<file path="src/rtl/matrix_2x2.sv">
// Sequential 2x2 unsigned 8-bit matrix multiplier. It uses one shared dot-product
// unit, produces one element per cycle, and publishes the result every 5 cycles.
module matrix_2x2 (
  input  logic        clk,
  input  logic        rst,
  input  logic [31:0] a,
  input  logic [31:0] b,
  output logic [31:0] res
);

  typedef enum logic [2:0] {LOAD, C11, C12, C21, C22} state_t;

  state_t      state_reg;
  logic [31:0] a_reg;
  logic [31:0] b_reg;
  logic [7:0]  t11_reg;
  logic [7:0]  t12_reg;
  logic [7:0]  t21_reg;

  logic        row2;
  logic        col2;
  logic [7:0]  x0, x1, y0, y1;
  logic [7:0]  dot;

  // Row 2 of A feeds C21/C22. Column 2 of B feeds C12/C22.
  always_comb begin
    row2 = (state_reg == C21) || (state_reg == C22);
    col2 = (state_reg == C12) || (state_reg == C22);
    x0   = row2 ? a_reg[15:8] : a_reg[31:24];
    x1   = row2 ? a_reg[7:0]  : a_reg[23:16];
    y0   = col2 ? b_reg[23:16] : b_reg[31:24];
    y1   = col2 ? b_reg[7:0]   : b_reg[15:8];
  end

  // An 8-bit result context keeps only the low byte of the sum of products.
  // This equals the 17-bit sum taken modulo 256.
  assign dot = x0 * y0 + x1 * y1;

  always_ff @(posedge clk or negedge rst) begin
    if (!rst) begin
      state_reg <= LOAD;
      a_reg     <= '0;
      b_reg     <= '0;
      t11_reg   <= '0;
      t12_reg   <= '0;
      t21_reg   <= '0;
      res       <= '0;
    end else begin
      case (state_reg)
        LOAD: begin
          a_reg     <= a;
          b_reg     <= b;
          state_reg <= C11;
        end
        C11: begin
          t11_reg   <= dot;
          state_reg <= C12;
        end
        C12: begin
          t12_reg   <= dot;
          state_reg <= C21;
        end
        C21: begin
          t21_reg   <= dot;
          state_reg <= C22;
        end
        C22: begin
          res       <= {t11_reg, t12_reg, t21_reg, dot};
          state_reg <= LOAD;
        end
        default: state_reg <= LOAD;
      endcase
    end
  end

endmodule

</file>
<file path="config.mk">
export PLATFORM = sky130hd
export DESIGN_NAME = matrix_2x2
export DESIGN_NICKNAME = d
export VERILOG_FILES = /design/src/rtl/matrix_2x2.sv
export SDC_FILE = /design/constraint.sdc
export NUM_CORES = 1
export LEC_CHECK = 0
export BUFFER_PORTS_ARGS = -buffer_cell sky130_fd_sc_hd__buf_2
export CORE_MARGIN = 5
export CORE_UTILIZATION = 58
export DETAILED_ROUTE_END_ITERATION = 7
export HOLD_SLACK_MARGIN = 0.15
export PLACE_DENSITY_LB_ADDON = 0.05
export SYNTH_ARGS = -nofsm -noshare
export SYNTH_HDL_FRONTEND = slang
export SYNTH_SLANG_ARGS = --single-unit
</file>
<file path="constraint.sdc">
create_clock -name clk -period 8.8 [get_ports clk]
set_input_delay 0.88 -clock clk [delete_from_list [all_inputs] [get_ports clk]]
set_output_delay 0.88 -clock clk [all_outputs]
set_load 0.05 [all_outputs]
</file>
-- Yosys cells after proc, flatten, opt, wreduce, memory -nomap -nowiden
Cells that the tools add are included.
- register bits after elaboration: 123
- input port bits: 66
- logic and storage cells: 22
- multiply operators: 2
- reduce and logical (&&, ||, !) cells: 3
- multiplexer cells: 5
- add/subtract/negate cells: 1
- equality and inequality tests: 4
- operators with widths (operator ; count):
    $mux W8 ; 4
    $mul A8 B8 Y8 ; 2
    $pmux W3 S4 ; 1
    $add A8 B8 Y8 ; 1
    $eq A3 B2 Y1 const B ; 2
    $eq A3 B1 Y1 const B ; 1
    $eq A3 B3 Y1 const B ; 1
    $logic_not A3 Y1 ; 1
    $logic_or A1 B1 Y1 ; 2

-- Longest topological paths before layout
Gate-level depths: netlist of run 1.
- depth after elaboration: 5
- depth in mapped cells: 25
- gate-level depth less buffers: 23

-- Least setup slack after synthesis of run 1
No wires, ideal clock.
- path kind: register to register
- start: reg state_reg[2]
- end: reg res[7]
- setup slack: 2.553 ns
- required time: 8.723 ns
- buffers on the path: 2
- setup time: 0.077 ns
- period minus slack after synthesis: 6.247 ns
- stages on the path, launching flop included: 22
- arrival: 6.170 ns
- path through: dfrtp_1 > buf_2 > xnor2_2 > nor2_4 > buf_4 > mux2i_1 > or2_2 > fa_1 > fa_1 > fa_1 > inv_1 > fa_1 > inv_1 > fa_1 > fa_1 > inv_1 > ha_1 > a21oi_1 > xnor3_1 > xnor3_1 > xnor3_1 > o21ai_1
- cells in the longest elaborated chain, start to end: 5
- ends and longest elaborated chain (item ; line ; text):
    start: declaration ; 13 ; state_t state_reg;
    start signal: assignment ; 41 ; state_reg <= LOAD;
    start signal: assignment ; 53 ; state_reg <= C11;
    start signal: assignment ; 57 ; state_reg <= C12;
    $eq A3 B2 Y1, or another cell as far along ; 27 ; row2 = (state_reg == C21) || (state_reg == C22);
    $logic_or A1 B1 Y1, on equally long branches ; 27, 28 ;
    $mux W8, on equally long branches ; - ;
    $mul A8 B8 Y8 ; 37 ; assign dot = x0 * y0 + x1 * y1;
    $add A8 B8 Y8 ; 37 ;
    end signal: assignment ; 68 ; res <= {t11_reg, t12_reg, t21_reg, dot};
    end: declaration ; 8 ; output logic [31:0] res
Parallel ways exist; a longest one is shown, timed or not.
A chain may end at the register's enable or synchronous reset.

-- Final worst setup path of run 1
- start: reg state_reg[2]
- end: reg t12_reg[7]
- cells in the longest elaborated chain, start to end: 5
- ends and longest elaborated chain (item ; line ; text):
    $eq A3 B2 Y1, or another cell as far along ; 27 ;
    $logic_or A1 B1 Y1, on equally long branches ; 27, 28 ;
    $mux W8, on equally long branches ; - ;
    $mul A8 B8 Y8 ; 37 ;
    $add A8 B8 Y8 ; 37 ;
    end signal: assignment ; 60 ; t12_reg <= dot;
    end: declaration ; 17 ; logic [7:0] t12_reg;
Parallel ways exist; a longest one is shown, timed or not.

==> results of run 1 <==
path summary, 6_finish.rpt:
| check | end | slack [ns] | depth (start not counted) | startpoint |
|---|---|---|---|---|
| hold / removal | res[19]$_DFFE_PN0N_ | 0.46 | 2 | t12_reg[3]$_DFFE_PN0P_ |
| setup / recovery | t12_reg[7]$_DFFE_PN0P_ | 1.41 | 21 | state_reg[2]$_DFF_PN0_ |
| setup reg to reg | t12_reg[7]$_DFFE_PN0P_ | 1.41 | 21 | state_reg[2]$_DFF_PN0_ |
| min in group asynchronous | res[19]$_DFFE_PN0N_ | 0.50 | 1 | rst |
| hold reg to reg | res[19]$_DFFE_PN0N_ | 0.46 | 2 | t12_reg[3]$_DFFE_PN0P_ |
| max in group asynchronous | b_reg[28]$_DFFE_PN0P_ | 7.00 | 2 | rst |
power by group:
part	total, mW	internal, mW	switching (mW)
Combinational	0.995	0.364	0.631
Sequential	0.759	0.695	0.0634
Clock	0.718	0.468	0.250
metal layers:
layer  vias to the layer above  wire length [µm]
li1                       2355                 -
met1                      2400              6651
met2                       112              8118
met3                        17               648
met4                         0               263
met5                         -                 0
cell families (layout without fill, tap and decap cells):
logic type / Yosys count / after routing / share of synthesized area, %
AOI/OAI and AO/OA: 43 / 43 / 3.437
and+or+nand+nor: 233 / 233 / 14.60
DFF: 123 / 123 / 43.36
xor gates and xnor gates: 30 / 30 / 4.777
adders and majority gates: 66 / 66 / 14.91
muxes: 92 / 92 / 14.37
buffers and inverters: 81 / 187 / 4.548
area by class of cell:
type                    instances  area [µm²]
well taps                     147       183.9
clock buffers                  22       474.2
fillers                       960        3705
repair buffers                102       525.5
flip-flops and latches        123        3078
inverters                      53       198.9
multi-input cells             464        3707
clock inverters                10       138.9
layout by cell type, fill, tap and decap left out, types with 3 or more instances in the layout:
cell type	netlist	final
nand2_1	129	129
dfrtp_1	123	123
buf_2	6	96
mux2_2	69	69
inv_1	53	53
nor2_1	51	51
ha_1	35	35
fa_1	31	31
o21ai_0	24	24
mux2i_1	20	20
xnor2_1	20	20
clkbuf_16	0	17
or2_2	15	15
nor2b_1	11	11
nor3_1	10	9
a21oi_1	6	6
buf_4	1	6
nor3b_1	6	5
xnor3_1	5	5
xor2_1	4	4
o311ai_0	4	4
o21ai_1	4	4
clkbuf_8	0	3
bufinv_16	0	3
clkinv_2	0	3
worst max-delay path, delay by kind of cell (launching register included):
| kind | cells | cell delay (ns) |
|---|---|---|
| DFF | 1 | 0.84 |
| xor gates and xnor gates | 7 | 1.72 |
| buffers and inverters | 3 | 0.37 |
| and+or+nand+nor | 3 | 0.82 |
| AOI/OAI and AO/OA | 1 | 0.14 |
| adders and majority gates | 6 | 2.81 |
| muxes | 1 | 0.60 |
==> results.json, run 1 <==
{
  "status": "complete, no violations",
  "synth_top_cell_by_area": "dfrtp_1",
  "synth_area_mm2": 0.007098,
  "ys_ff_latch": 123,
  "track_usage_pct": 23.45,
  "finalClockSkew_ns": 0.01209,
  "die_area_mm2": 0.01455,
  "dpl.hpwl_um": 11980,
  "synth_top_area_share_pct": 43.36,
  "area_growth_pct": 17.03,
  "cp_max_fo": 39,
  "path_clk_slew_ns": 0.05,
  "fmax_mhz": 135.3,
  "yosysUniqueCellTypes": 40,
  "use_met1_pct": 29.02,
  "final_nets": 893,
  "grt_pass1_vias": 5115,
  "postCtsHoldBufs": 0,
  "final_antenna_net_count": 0,
  "max_cap_viol_count": 0,
  "numCtsBuffers": 17,
  "synth_commonest_cells": "129 x nand2_1, 123 x dfrtp_1, 69 x mux2_2",
  "synth_nets": 800,
  "htree_levels": 4,
  "synthArstFlopShare_pct": 100.0,
  "pre_cts_slack_ns": 1.452,
  "clk_path_buf_depth": 2,
  "diodes": 0,
  "syn_avg_cell_area_um2": 10.63,
  "crit_path_end_kind": "register",
  "drcViolationCount": 0,
  "overflow": 0,
  "p_leak_nw": 4.186,
  "via_per_inst": 5.303,
  "row_count": 40,
  "placedCellCount": 889,
  "setup_tns_ns": 0,
  "rsz0062_at_grt": "false",
  "yosys-top-cells-area": "dfrtp_1 43%, mux2_2 11%, fa_1 8.7%, nand2_1 6.8%, ha_1 6.2%",
  "setup_viol": 0,
  "die_y_um": 120.6,
  "arrival_ns": 7.72,
  "tritoncts": "built",
  "startpoint_type": "register",
  "wl_per_cell_um": 17.03,
  "drtIter0Drc": 206,
  "met2_usage_pct": 41.29,
  "final_area_mm2": 0.008307,
  "yosysWarnings": 0,
  "cts_root_buf": "clkbuf_16",
  "ir_drop_uv": 144.1,
  "grt_max_degree": 70,
  "slowest_stage": "dfrtp_1",
  "hold_viol": 0,
  "start_util_pct": 59.09,
  "synthMostInstantiatedCell": "nand2_1",
  "wirelength_um": 15680,
  "grt-busiest-layer": "met2",
  "grt_pass1_wl_um": 26190,
  "tightest_slew_ns": 1.054,
  "place_area_mm2": 0.007694,
  "fin_worst_hold_slack_ns": 0.4594,
  "fin_ws_ns": 1.407,
  "post-route-util_pct": 69.16,
  "critical_path_required_ns": 9.13,
  "fin_crit_ns": 7.393,
  "die_w_um": 120.6,
  "numPortBuffers": 97,
  "criticalPathCategory": "register to register",
  "grtUsageMet3_pct": 5.051,
  "min_path_type": "register to register",
  "power_density_mw_per_mm2": 297.6,
  "ios": 98,
  "finalWeightedCongestion": 0.9051,
  "instances_no_fill": 921,
  "clock-sinks": 123,
  "finalPower_mw": 2.472,
  "netlist_instances": 668,
  "insertion_delay_ns": 0.42,
  "yosysSeqAreaShare_pct": 43.36,
  "synthFlopType": "dfrtp_1",
  "drive_above_1_share_pct": 29.07,
  "period_share_pct": 84.02,
  "maxSlewViolCount": 0,
  "synth-edff-count": 0,
  "cts_setup_buffers": 0,
  "vias": 4884,
  "antenna_found_initial": 0,
  "cts_resized": 0,
  "dr.pass1.iters": 5,
  "path_cells": "or3b_1 -> buf_4 -> nand2_8 -> mux2i_1 -> or2_2 -> fa_1 -> fa_1 -> fa_1 -> inv_1 -> fa_1 -> inv_1 -> fa_1 -> fa_1 -> xor2_1 -> xnor2_1 -> xnor2_1 -> xnor2_1 -> xnor3_1 -> xnor3_1 -> xnor3_1 -> o21ai_1",
  "cpMostUsedCell": "fa_1",
  "core_area_mm2": 0.01201,
  "relSlewSlack_pct": 28.86,
  "slowest_delay_ns": 0.84
}
(Power assumes the default switching activity.)
==> run 2, diff against run 1 <==
- CORE_UTILIZATION: 58 -> 53
- clock period: 8.8 -> 6.3 ns (I/O delays scaled with it)
==> results.json, run 2 (synthesis results as in run 1) <==
{
  "status": "complete, no violations",
  "core_area_mm2": 0.01319,
  "fmax_mhz": 162.5,
  "criticalPathCategory": "register to register",
  "die_y_um": 125.7,
  "dpl.hpwl_um": 12560,
  "clock-sinks": 123,
  "wl_met3_um": 703,
  "ir_drop_uv": 223.2,
  "critical_path_required_ns": 6.64,
  "wl_met1_um": 7036,
  "setup_viol": 0,
  "finalWeightedCongestion": 0.8832,
  "maxSlewViolCount": 0,
  "crit_path_end_kind": "register",
  "clk_path_buf_depth": 2,
  "htree_levels": 4,
  "postCtsHoldBufs": 0,
  "setup_tns_ns": 0,
  "overflow": 0,
  "rsz0062_at_grt": "true",
  "startpoint_type": "register",
  "ios": 98,
  "min_path_type": "primary input to asynchronous set/reset pin",
  "grt_max_degree": 70,
  "via_per_inst": 5.109,
  "path_clk_slew_ns": 0.06,
  "placedCellCount": 961,
  "start_util_pct": 53.81,
  "nFillCells": 1077,
  "top_layer_used": "met5",
  "fin_worst_hold_slack_ns": 0.2469,
  "final_area_mm2": 0.008924,
  "fin_crit_ns": 6.153,
  "cp_max_fo": 8,
  "instances_no_fill": 997,
  "route.met2.wl_um": 8376,
  "grt_pass1_wl_um": 27120,
  "final_antenna_net_count": 0,
  "finalClockSkew_ns": 0.01329,
  "area_growth_pct": 25.72,
  "drtIter0Drc": 240,
  "antenna_found_initial": 1,
  "max_cap_viol_count": 0,
  "final_nets": 940,
  "grt_pass1_vias": 5392,
  "numCtsBuffers": 17,
  "tritoncts": "built",
  "drive_above_1_share_pct": 37.52,
  "arrival_ns": 6.49,
  "drcViolationCount": 0,
  "die_area_mm2": 0.01581,
  "finalPower_mw": 3.560,
  "insertion_delay_ns": 0.43,
  "p_leak_nw": 4.334,
  "place_area_mm2": 0.008065,
  "die_w_um": 125.7,
  "hold_viol": 0,
  "power_density_mw_per_mm2": 399.0,
  "diodes": 0,
  "row_count": 42,
  "wirelength_um": 16480,
  "period_share_pct": 97.67,
  "numPortBuffers": 97,
  "track_usage_pct": 21.77,
  "layout_common_cells": "128 x nand2_1, 122 x dfrtp_1, 96 x buf_2",
  "cts_root_buf": "clkbuf_16",
  "wl_per_cell_um": 16.53,
  "dr.pass1.iters": 4,
  "final_common_cell": "nand2_1",
  "vias": 5094,
  "relSlewSlack_pct": 44.01,
  "tightest_slew_ns": 0.8398
}
[run 2: path summary, 6_finish.rpt]
| check | from | endpoint | slack (ns) | depth (start not counted) |
|---|---|---|---|---|
| max | state_reg[2]$_DFF_PN0_ | t21_reg[7]$_DFFE_PN0N_ | 0.15 | 19 |
| min | rst | res[20]$_DFFE_PN0N_ | 0.25 | 1 |
| max reg2reg | state_reg[2]$_DFF_PN0_ | t21_reg[7]$_DFFE_PN0N_ | 0.15 | 19 |
| min reg2reg | t12_reg[2]$_DFFE_PN0P_ | res[18]$_DFFE_PN0N_ | 0.46 | 2 |
| max in group asynchronous | rst | state_reg[2]$_DFF_PN0_ | 4.71 | 2 |
| min in group clk | a[0] | a_reg[0]$_DFFE_PN0P_ | 0.43 | 2 |
[run 2: metal layers]
layer	track usage, %	vias to the layer above
met4	7.781	2
met1	27.40	2493
met3	4.953	27
li1	-	2456
met5	0	-
met2	37.04	116
[run 2: worst max-delay path: stages, from the launching register on]
cell and delay (ns):
dfrtp_2 0.43, or3b_4 0.44, nand2_8 0.12, mux2i_2 0.30, or2_2 0.18, fa_1 0.44
fa_1 0.54, fa_1 0.53, inv_2 0.04, fa_1 0.52, inv_1 0.05, fa_1 0.46
fa_2 0.54, inv_2 0.04, ha_4 0.22, a21oi_4 0.15, xnor3_1 0.23, xnor3_1 0.38
xnor3_2 0.29, o21ai_1 0.15
[run 2: final cells by class]
type	count	area (µm²)	area share, %
clock buffer	20	456.7	5.118
timing repair buffer	149	913.4	10.24
multi-input combinational	464	3939	44.14
clock inverter	12	113.9	1.276
tap	176	220.2	2.468
sequential	123	3079	34.51
inverter	53	201.4	2.257
[run 2: repair_timing]
action | CTS | global route
pin swaps | 5 | 12
endpoints found under the setup margin | 4 | 4
buffers inserted | 1 | 3
resized for setup | 9 | 50
[run 2: where the power goes]
group	switching, mW	internal [mW]
Sequential	0.0934	0.971
Clock	0.365	0.565
Combinational	0.952	0.615
Total	1.41	2.15
[run 2: metrics by stage]
step | setup WS [ns] | utilization, %
final | 0.1469 | 67.65
after detailed placement | -0.1860 | 61.15
after global placement | -0.02375 | 61.15
after global routing | -0.02586 | 67.65
after floorplan | 0.05298 | -
after CTS | 0.04171 | 65.76
